### config.mk
export PLATFORM = sky130hd
export DESIGN_NAME = extream_pool
export DESIGN_NICKNAME = d
export VERILOG_FILES = /design/src/rtl/extream_pool.sv
export SDC_FILE = /design/constraint.sdc
export NUM_CORES = 1
export LEC_CHECK = 0
export BUFFER_PORTS_ARGS = -buffer_cell sky130_fd_sc_hd__buf_2
export CAP_MARGIN = 5
export CORE_MARGIN = 2
export CORE_UTILIZATION = 48
export CTS_CLUSTER_DIAMETER = 60
export CTS_CLUSTER_SIZE = 25
export DETAILED_ROUTE_END_ITERATION = 12
export HOLD_SLACK_MARGIN = 0.05
export PLACE_DENSITY = 0.71
export SYNTH_ARGS = -nofsm -noshare
export SYNTH_HDL_FRONTEND = slang
export SYNTH_SLANG_ARGS = --single-unit
### constraint.sdc
create_clock -name clk -period 9.95 [get_ports clk]
set_clock_uncertainty 0.05 [all_clocks]
set_input_delay 1.99 -clock clk [delete_from_list [all_inputs] [get_ports clk]]
set_output_delay 1.99 -clock clk [all_outputs]
set_load 0.03 [all_outputs]
### src/rtl/extream_pool.sv
// Slot pool feeding an external extreme-value tree: inserts fill the lowest free
// slot, pops remove the lowest-index slot whose data equals the tree's result.
module extream_pool #(
  parameter int level      = 4,
  parameter int data_sz    = 4,
  parameter int comparator = 0
) (
  input  logic                                clk,
  input  logic                                rst_n,
  input  logic                                in_valid,
  input  logic [data_sz-1:0]                  in_data,
  output logic                                in_ready,
  input  logic                                pop_req,
  output logic                                pop_ack,
  output logic                                pop_err,
  output logic [data_sz-1:0]                  pop_data,
  input  logic                                flush,
  output logic [(1<<(level-1))*data_sz-1:0]   raw,
  input  logic [data_sz-1:0]                  tree_result,
  output logic [level-1:0]                    count,
  output logic                                empty,
  output logic                                full
);

  localparam int N  = 1 << (level-1);
  localparam int IW = (level > 1) ? level-1 : 1;
  localparam logic [data_sz-1:0] NEUTRAL = (comparator != 0) ? '0 : '1;
  localparam logic [level-1:0]   NCNT    = level'(N);

  logic [data_sz-1:0] data_q [N];
  logic [N-1:0]       valid_q, valid_d;
  logic [level-1:0]   count_q, count_d;
  logic               pop_ack_q, pop_err_q;
  logic [data_sz-1:0] pop_data_q;

  logic [IW-1:0] ins_idx, pop_idx;
  logic          pop_hit, ins_acc, pop_try, pop_ok;

  assign full     = (count_q == NCNT);
  assign empty    = (count_q == '0);
  assign in_ready = !full;
  assign count    = count_q;
  assign pop_ack  = pop_ack_q;
  assign pop_err  = pop_err_q;
  assign pop_data = pop_data_q;

  assign ins_acc = in_valid && in_ready && !flush;
  assign pop_try = pop_req && !flush;
  assign pop_ok  = pop_try && pop_hit;

  // Descending scans so the last hit written is the lowest index.
  always_comb begin
    ins_idx = '0;
    pop_idx = '0;
    pop_hit = 1'b0;
    for (int i = N-1; i >= 0; i--) begin
      if (!valid_q[i]) ins_idx = IW'(i);
      if (valid_q[i] && (data_q[i] == tree_result)) begin
        pop_idx = IW'(i);
        pop_hit = 1'b1;
      end
    end
  end

  // Insert picks a pre-edge free slot, so it can never alias the popped slot.
  always_comb begin
    valid_d = valid_q;
    count_d = count_q;
    if (ins_acc) valid_d[ins_idx] = 1'b1;
    if (pop_ok)  valid_d[pop_idx] = 1'b0;
    case ({ins_acc, pop_ok})
      2'b10:   count_d = count_q + 1'b1;
      2'b01:   count_d = count_q - 1'b1;
      default: count_d = count_q;
    endcase
    if (flush) begin
      valid_d = '0;
      count_d = '0;
    end
  end

  always_ff @(posedge clk) begin
    if (!rst_n) begin
      valid_q    <= '0;
      count_q    <= '0;
      pop_ack_q  <= 1'b0;
      pop_err_q  <= 1'b0;
      pop_data_q <= '0;
    end else begin
      valid_q   <= valid_d;
      count_q   <= count_d;
      pop_ack_q <= pop_ok;
      pop_err_q <= pop_try && !pop_hit;
      if (pop_ok) pop_data_q <= tree_result;
    end
  end

  // Data storage is never cleared; validity alone decides what the tree sees.
  always_ff @(posedge clk) begin
    if (rst_n && ins_acc) data_q[ins_idx] <= in_data;
  end

  for (genvar g = 0; g < N; g++) begin : g_raw
    assign raw[g*data_sz +: data_sz] = valid_q[g] ? data_q[g] : NEUTRAL;
  end

endmodule
======== Word-level counts from Yosys, hierarchy flattened ========
Memory sizes are Yosys's and may differ from the RTL's.
Cells that the tools add are included.
W data, S select, Z words.
storage, ports and cells
  register bits after elaboration ......... 18
  memory bits (writable) .................. 32
  input port bits ......................... 13
  output and inout port bits .............. 45
  word-level logic and storage cells ...... 90
  memories kept ........................... 1
operators by class
  add/subtract/negate cells ............... 2
  magnitude comparators ................... 4
  equal/unequal tests ..................... 11
  mux-type cells .......................... 41
  bitwise operators ....................... 4
  reduce and logical (&&, ||, !) cells .... 22
memory list
  memory  words  bits a word  rd ports  clocked after memory_dff  wr ports  line  source
  data_q  8      4            8         0                         1         30    logic [data_sz-1:0] data_q [N];
operators with widths
  cell                   count
  $mux W3                16
  $eq A4 B4 Y1           8
  $mux W4                8
  $logic_and A1 B1 Y1    16
  $mux W8                2
  $mux W1                12
  $and A8 B8 Y8          1
  $lt A3 B4 Y1 const B   2
  $not A8 Y8             1
  $or A8 B8 Y8           1
  $pmux W4 S2            1
  $demux W1 S3           2
  $ge A3 B1 Y1 const B   2
  $add A4 B1 Y4 const B  1
  $eq A4 B4 Y1 const B   1
  $logic_not A4 Y1       1
  $sub A4 B1 Y4 const B  1
  $logic_not A1 Y1       3
  $eq A2 B1 Y1 const B   1
  $eq A2 B2 Y1 const B   1
  $reduce_bool A2 Y1     1
  $reduce_or A2 Y1       1
  $not A1 Y1             1

======== Depth between registers and ports, before layout ========
Gate-level depths: netlist (run 1).
  depth after elaboration ................. 17
  gate-level depth with buffers ........... 13
  mapped depth without buffers ............ 12

======== Least setup slack after synthesis (run 1) ========
Ideal clock, no wire load.
  path kind ............................... in2reg
  start point ............................. input tree_result[3]
  end point ............................... register count_q[3], in the netlist count[3]
  library setup time ...................... 0.128 ns
  arrival time ............................ 4.424 ns
  data required time ...................... 9.772 ns
  slack ................................... 5.348 ns
  stages on the path ...................... 12
  buffers on the path ..................... 1
  cell sequence ........................... buf_4 > xor2_1 > nor4_4 > nor4_4 > a311oi_4 > ha_1 > or3b_2 > o21ai_0 > nand3b_1 > a21oi_1 > xnor2_1 > nor2_1
between the ends
  longest elaborated chain between the ends .. 13
  elaborated cells on any way between the ends .. 29
  those cells by class .................... 10 x eq/ne; 9 x mux; 10 x reduce/logical
RTL lines
  element                                                   line  source
  start: declaration                                        19    input logic [data_sz-1:0] tree_result,
  $eq A4 B4 Y1                                              58    if (valid_q[i] && (data_q[i] == tree_result)) begin
  $logic_and A1 B1 Y1                                       58
  $mux W1 (7 in series)                                     58
  $mux W1 *                                                 58
  $logic_and A1 B1 Y1 *                                     49    assign pop_ok = pop_try && pop_hit;
  named net pop_ok                                          37    logic pop_hit, ins_acc, pop_try, pop_ok;
  $eq A2 B1 Y1 / $eq A2 B2 Y1 (equally long branches)       71    case ({ins_acc, pop_ok})
  $pmux W4 S2 / $reduce_bool A2 Y1 (equally long branches)  -
  end signal: assignment                                    91    count_q <= count_d;
  end: declaration                                          32    logic [level-1:0] count_q, count_d;
The timed path passes the listed nets; every way through them passes the cells marked *.
A chain may end at the register's enable or synchronous reset.

======== Worst setup path in the final report (run 1) ========
  start point ............................. input tree_result[1]
  end point ............................... register count_q[3], in the netlist count[3]
The elaborated chain is that of the path after synthesis.

==> run_results.csv, run 1 <==
group,metric,value,unit
clock_network,clock-sinks,50,
critical_path,cp.required,10.07,ns
synth,syn_inst,245,
placement,gp_congestion,0.835,
outcome,status,"complete, no violations",
floorplan,die_y,78.3,µm
synth,synth_flop_cell,"edfxtp_1",
synth,ys_seq_elements,50,
clock_network,cts_tree,"yes",
drt,routed-via-count,1949,
finish,layout-drive-gt1-share,24.6,%
finish,fin_cells,373,
global_routing,grt_pass1_wl,8930,µm
sta,grt_setup_unrepaired,"no",
floorplan,num_rows,27,
drt,drcViolationCount,0,
placement,port_buffers,57,
floorplan,io_pins,58,
sta,setup_violations,0,
sta,timing.final.crit_share,47.0,%
sta,fin_tns_setup,0,ns
placement,place_inst,365,
clock_network,cts_resized,0,
global_routing,grt_pass1_vias,1894,
synth,synth.net_count,261,
synth,yosys-top-cells-area,"edfxtp_1, dfxtp_1, nand2b_1, xor2_1, xnor2_1",
floorplan,chipWidth,78.3,µm
critical_path,end_kind,"register",
critical_path,crit_type,"primary input to register",
placement,dpl.hpwl,4110,µm
synth,postSynthAreaPerCell,10.8,µm²
synth,yosys_warnings,0,
clock_network,cts_root_buf,"clkbuf_8",
synth,synth_area,2650,µm²
global_routing,gr-total-overflow,0,
synth,ys_seq_area_share,49.9,%
sta,fin_crit,4.68,ns
synth,async_reset_ff_share,0,%
finish,num-fill-cells,505,
global_routing,grtUsageTotal,18.9,%
hold_path,hp-class,"register to register",
sta,relSlewSlack,58.9,%
drt,routed_wl,5550,µm
clock_network,cts_hold_buf,0,
critical_path,path_max_fanout,9,
floorplan,core,5410,µm²
finish,area_growth,16.9,%
clock_network,htree_levels,2,
global_routing,grt_max_degree,16,
finish,mostFrequentLayoutCell,"buf_2",
critical_path,arrival,4.79,ns
synth,synth-edff-count,32,
floorplan,floorplan.initialDensity,49.0,%
clock_network,postCtsSetupBuffers,0,
sta,hold_violations,0,
sta,max_freq,214,MHz
job,maxCapViolCount,0,
finish,layout_common_cells,"buf_2, nand2b_1, edfxtp_1, xor2_1, dfxtp_1",
floorplan,die_area,6130,µm²
pwr,ir_drop,95.5,µV
sta,finalMaxSlewViolations,0,
critical_path,start_kind,"primary input",
clock_network,clock_latency,0.29,ns
placement,dpl_cell_area,2960,µm²
synth,synth_cell_types,41,
sta,worst_slack,5.27,ns
drt,ant_nets,0,
drt,drtPass1Iterations,4,
synth,yosys.area.top_type_share,36.3,%
clock_network,clkTransAtPathRegs,0.08,ns
synth,synth_area_leader_cell,"edfxtp_1",
drt,drt_iter0_markers,73,
sta,worst_pin_slew,0.612,ns
finish,design_area,3090,µm²
pwr,power_density,133,nW/µm²
finish,antennaDiodeCount,0,
clock_network,cts_made_buffers,5,
finish,final_util,57.2,%
placement,pre_cts_slack,4.96,ns
drt,avgViaCountPerCell,5.23,
pwr,p_leak,1.07,nW
finish,num-nets-final,316,
clock_network,max-clock-path-buffers,2,
drt,wire_per_inst,14.9,µm
global_routing,antenna_found_initial,0,
-- report_power, final --
| group | internal, W | total [W] | switching, W |
|---|---|---|---|
| sequential | 0.000221 | 0.000223 | 0.00000154 |
| combinational | 0.00000856 | 0.0000267 | 0.0000181 |
| clock | 0.0000994 | 0.000161 | 0.0000616 |
-- cells in the mapped netlist (4+ instances only) --
master / count
nor2_1: 17
a211oi_1: 4
inv_1: 4
nor4_1: 4
xnor2_1: 13
mux2i_1: 5
a21oi_1: 12
nand2b_1: 34
xor2_1: 23
nand2_1: 17
edfxtp_1: 32
dfxtp_1: 18
nand3_1: 10
nor3_1: 7
o21ai_0: 5
-- metrics by stage --
step	hold slack [ns]	power (W)
finish	0.421	0.000411
global route	0.440	0.000426
CTS	0.418	0.000414
detailed placement	0.404	0.000255
global placement	0.401	0.000254
floorplan	0.500	0.000246
-- layer usage --
metal	vias to the layer above	global-route usage, %	routed length, µm
met1	927	24.1	2580
li1	961	-	-
met3	6	4.60	265
met4	0	5.26	68
met2	55	32.1	2640
met5	-	0	0
-- worst paths after layout --
path	start	to	slack, ns	depth (start not counted)
setup / recovery	tree_result[1]	count[3]	5.27	13
hold / removal	pop_data[3]	pop_data[3]	0.42	2
setup reg to reg	data_q[6][0]	count[3]	6.81	11
hold reg to reg	pop_data[3]	pop_data[3]	0.42	2
-- registers in the layout, summed over array words and instances (netlist names) --
signal,count
count,4
valid_q,8
pop_err,1
data_q,32
pop_data,4
pop_ack,1
-- critical path, stage by stage --
cell and delay, ns:
buf_2 0.21, xor2_1 0.20, nor3_1 0.19, nand3_1 0.19, nor2b_4 0.21, a311oi_4 0.51
ha_1 0.34, or3b_2 0.45, o21ai_0 0.08, nand3b_1 0.09, a21oi_1 0.16, xnor2_1 0.13
nor2_1 0.05
-- cell type report --
class,count,area (µm²),share of cell area (%)
Clock buffer,5,68.8,2.22
Clock inverter,3,63.8,2.06
Inverter,5,18.8,0.607
Multi-Input combinational cell,181,1250,40.3
Sequential cell,50,1320,42.7
Tap cell,72,90.1,2.91
Timing Repair Buffer,57,285,9.22
-- cell families after synthesis --
group	synth area share, %
compound gates	7.33
xor+xnor	11.9
fa+ha+maj	1.42
buf+inv	3.02
flops	49.9
mux	1.89
simple gates	24.5
Power figures use the tool's default switching activity.
==> run 2, diff against run 1 <==
clock period = 4.7 ns   (was 9.95 ns; I/O delays follow)
==> run_results.csv, run 2 (synthesis gave the netlist of run 1 again) <==
group,metric,value,unit
hold_path,min_path_cells,2,
pwr,p_sw,0.000180,W
critical_path,crit_type,"primary input to register",
clock_network,clock-sinks,50,
global_routing,antenna_found_initial,0,
sta,max_freq,277,MHz
clock_network,cts_resized,0,
finish,mostFrequentLayoutCell,"buf_2",
sta,worst_slack,1.09,ns
critical_path,path_max_fanout,9,
sta,whs,0.414,ns
drt,wire_per_inst,15.0,µm
clock_network,cts_tree,"yes",
sta,relSlewSlack,57.8,%
clock_network,max-clock-path-buffers,2,
drt,routed-via-count,1964,
floorplan,floorplan.initialDensity,49.0,%
finish,largestRegisters,"data_q: 32 flops, valid_q: 8 flops",
placement,dpl_cell_area,2960,µm²
placement,port_buffers,57,
floorplan,die_y,78.3,µm
floorplan,num_rows,27,
hold_path,hp-class,"register to register",
finish,layout_common_cells,"buf_2, nand2b_1, edfxtp_1, xor2_1, dfxtp_1",
global_routing,grtUsageTotal,18.9,%
placement,dpl.hpwl,4070,µm
placement,pre_cts_slack,0.762,ns
sta,fin_tns_setup,0,ns
sta,finalMaxSlewViolations,0,
floorplan,chipWidth,78.3,µm
critical_path,start_kind,"primary input",
pwr,ir_drop,208,µV
critical_path,arrival,3.74,ns
clock_network,cts_hold_buf,0,
pwr,internal-power,0.000697,W
sta,grt_setup_unrepaired,"no",
clock_network,cts_made_buffers,5,
pwr,p_leak,1.07,nW
sta,worst_pin_slew,0.629,ns
critical_path,end_kind,"register",
critical_path,cp.required,4.83,ns
global_routing,grt_pass1_wl,8770,µm
floorplan,core,5410,µm²
finish,layout-drive-gt1-share,24.6,%
finish,design_area,3090,µm²
drt,routed_wl,5590,µm
clock_network,postCtsSetupBuffers,0,
finish,largest-register,"data_q",
floorplan,io_pins,58,
drt,drt_iter0_markers,85,
outcome,status,"complete, no violations",
finish,antennaDiodeCount,0,
pwr,power_frac_seq,53.8,%
finish,largest_reg_flops,32,
drt,avgViaCountPerCell,5.27,
critical_path,rr_worst_depth,11,
drt,drtPass1Iterations,4,
placement,gp_congestion,0.835,
pwr,power_density,283,nW/µm²
drt,ant_nets,0,
sta,timing.final.crit_share,76.8,%
clock_network,cts_root_buf,"clkbuf_8",
floorplan,die_area,6130,µm²
finish,area_growth,16.9,%
clock_network,clkTransAtPathRegs,0.08,ns
sta,hold_violations,0,
global_routing,grt_max_degree,16,
clock_network,clock_latency,0.31,ns
clock_network,htree_levels,2,
global_routing,gr-total-overflow,0,
job,maxCapViolCount,0,
drt,drcViolationCount,0,
pwr,clockPowerShare,39.7,%
pwr,pwr-share-comb,6.5,%
sta,setup_violations,0,
pwr,sw_frac_of_total,20.5,%
finish,num-nets-final,316,
finish,num-fill-cells,501,
sta,fin_crit,3.61,ns
global_routing,grt_pass1_vias,1809,
## run 2: cell counts in the layout (fill, tap and decap cells not counted)
No cell type changed its count.
## run 2: power groups by stage
stage / clock [W] / sequential, W / combinational (W)
after detailed placement: 0 / 0.000482 / 0.0000569
final: 0.000348 / 0.000472 / 0.0000566
after floorplan: 0 / 0.000482 / 0.0000390
after CTS: 0.000351 / 0.000472 / 0.0000571
after global routing: 0.000370 / 0.000472 / 0.0000618
after global placement: 0 / 0.000482 / 0.0000561
## run 2: final timing paths
kind	from	to	slack, ns
worst min register to register	pop_data[2]	pop_data[2]	0.41
worst min-delay path	pop_data[2]	pop_data[2]	0.41
worst max register to register	data_q[6][0]	count[3]	1.56
worst max-delay path	tree_result[0]	count[3]	1.09
## run 2: layout make-up
cell class	instances	area (µm²)	share of cell area [%]
Sequential cell	50	1320	42.7
Multi-Input combinational cell	181	1250	40.3
Timing Repair Buffer	57	285	9.22
Tap cell	72	90.1	2.91
Clock buffer	5	68.8	2.22
Clock inverter	3	63.8	2.06
Inverter	5	18.8	0.607
## run 2: critical path: stages
cell	delay, ns
buf_2	0.20
xor2_1	0.20
nor4_1	0.42
nor2_1	0.18
a311oi_4	0.49
ha_1	0.33
or3b_2	0.45
o21ai_0	0.08
nand3b_1	0.10
a21oi_1	0.16
xnor2_1	0.13
nor2_1	0.05
## run 2: per-stage QoR
stage,total power (W),util (%),cells
floorplan,0.000521,-,245
global placement,0.000538,54.8,365
detailed placement,0.000539,54.8,365
CTS,0.000880,57.2,373
global route,0.000904,57.2,373
finish,0.000877,57.2,373
## run 2: layer usage
layer,up-vias,part of all wire [%],GRT usage (%),wire (µm)
li1,962,-,-,-
met1,945,48,25.1,2660
met2,50,47,30.4,2630
met3,7,4.1,3.79,229
met4,0,1.3,7.54,73
met5,-,0,0,0
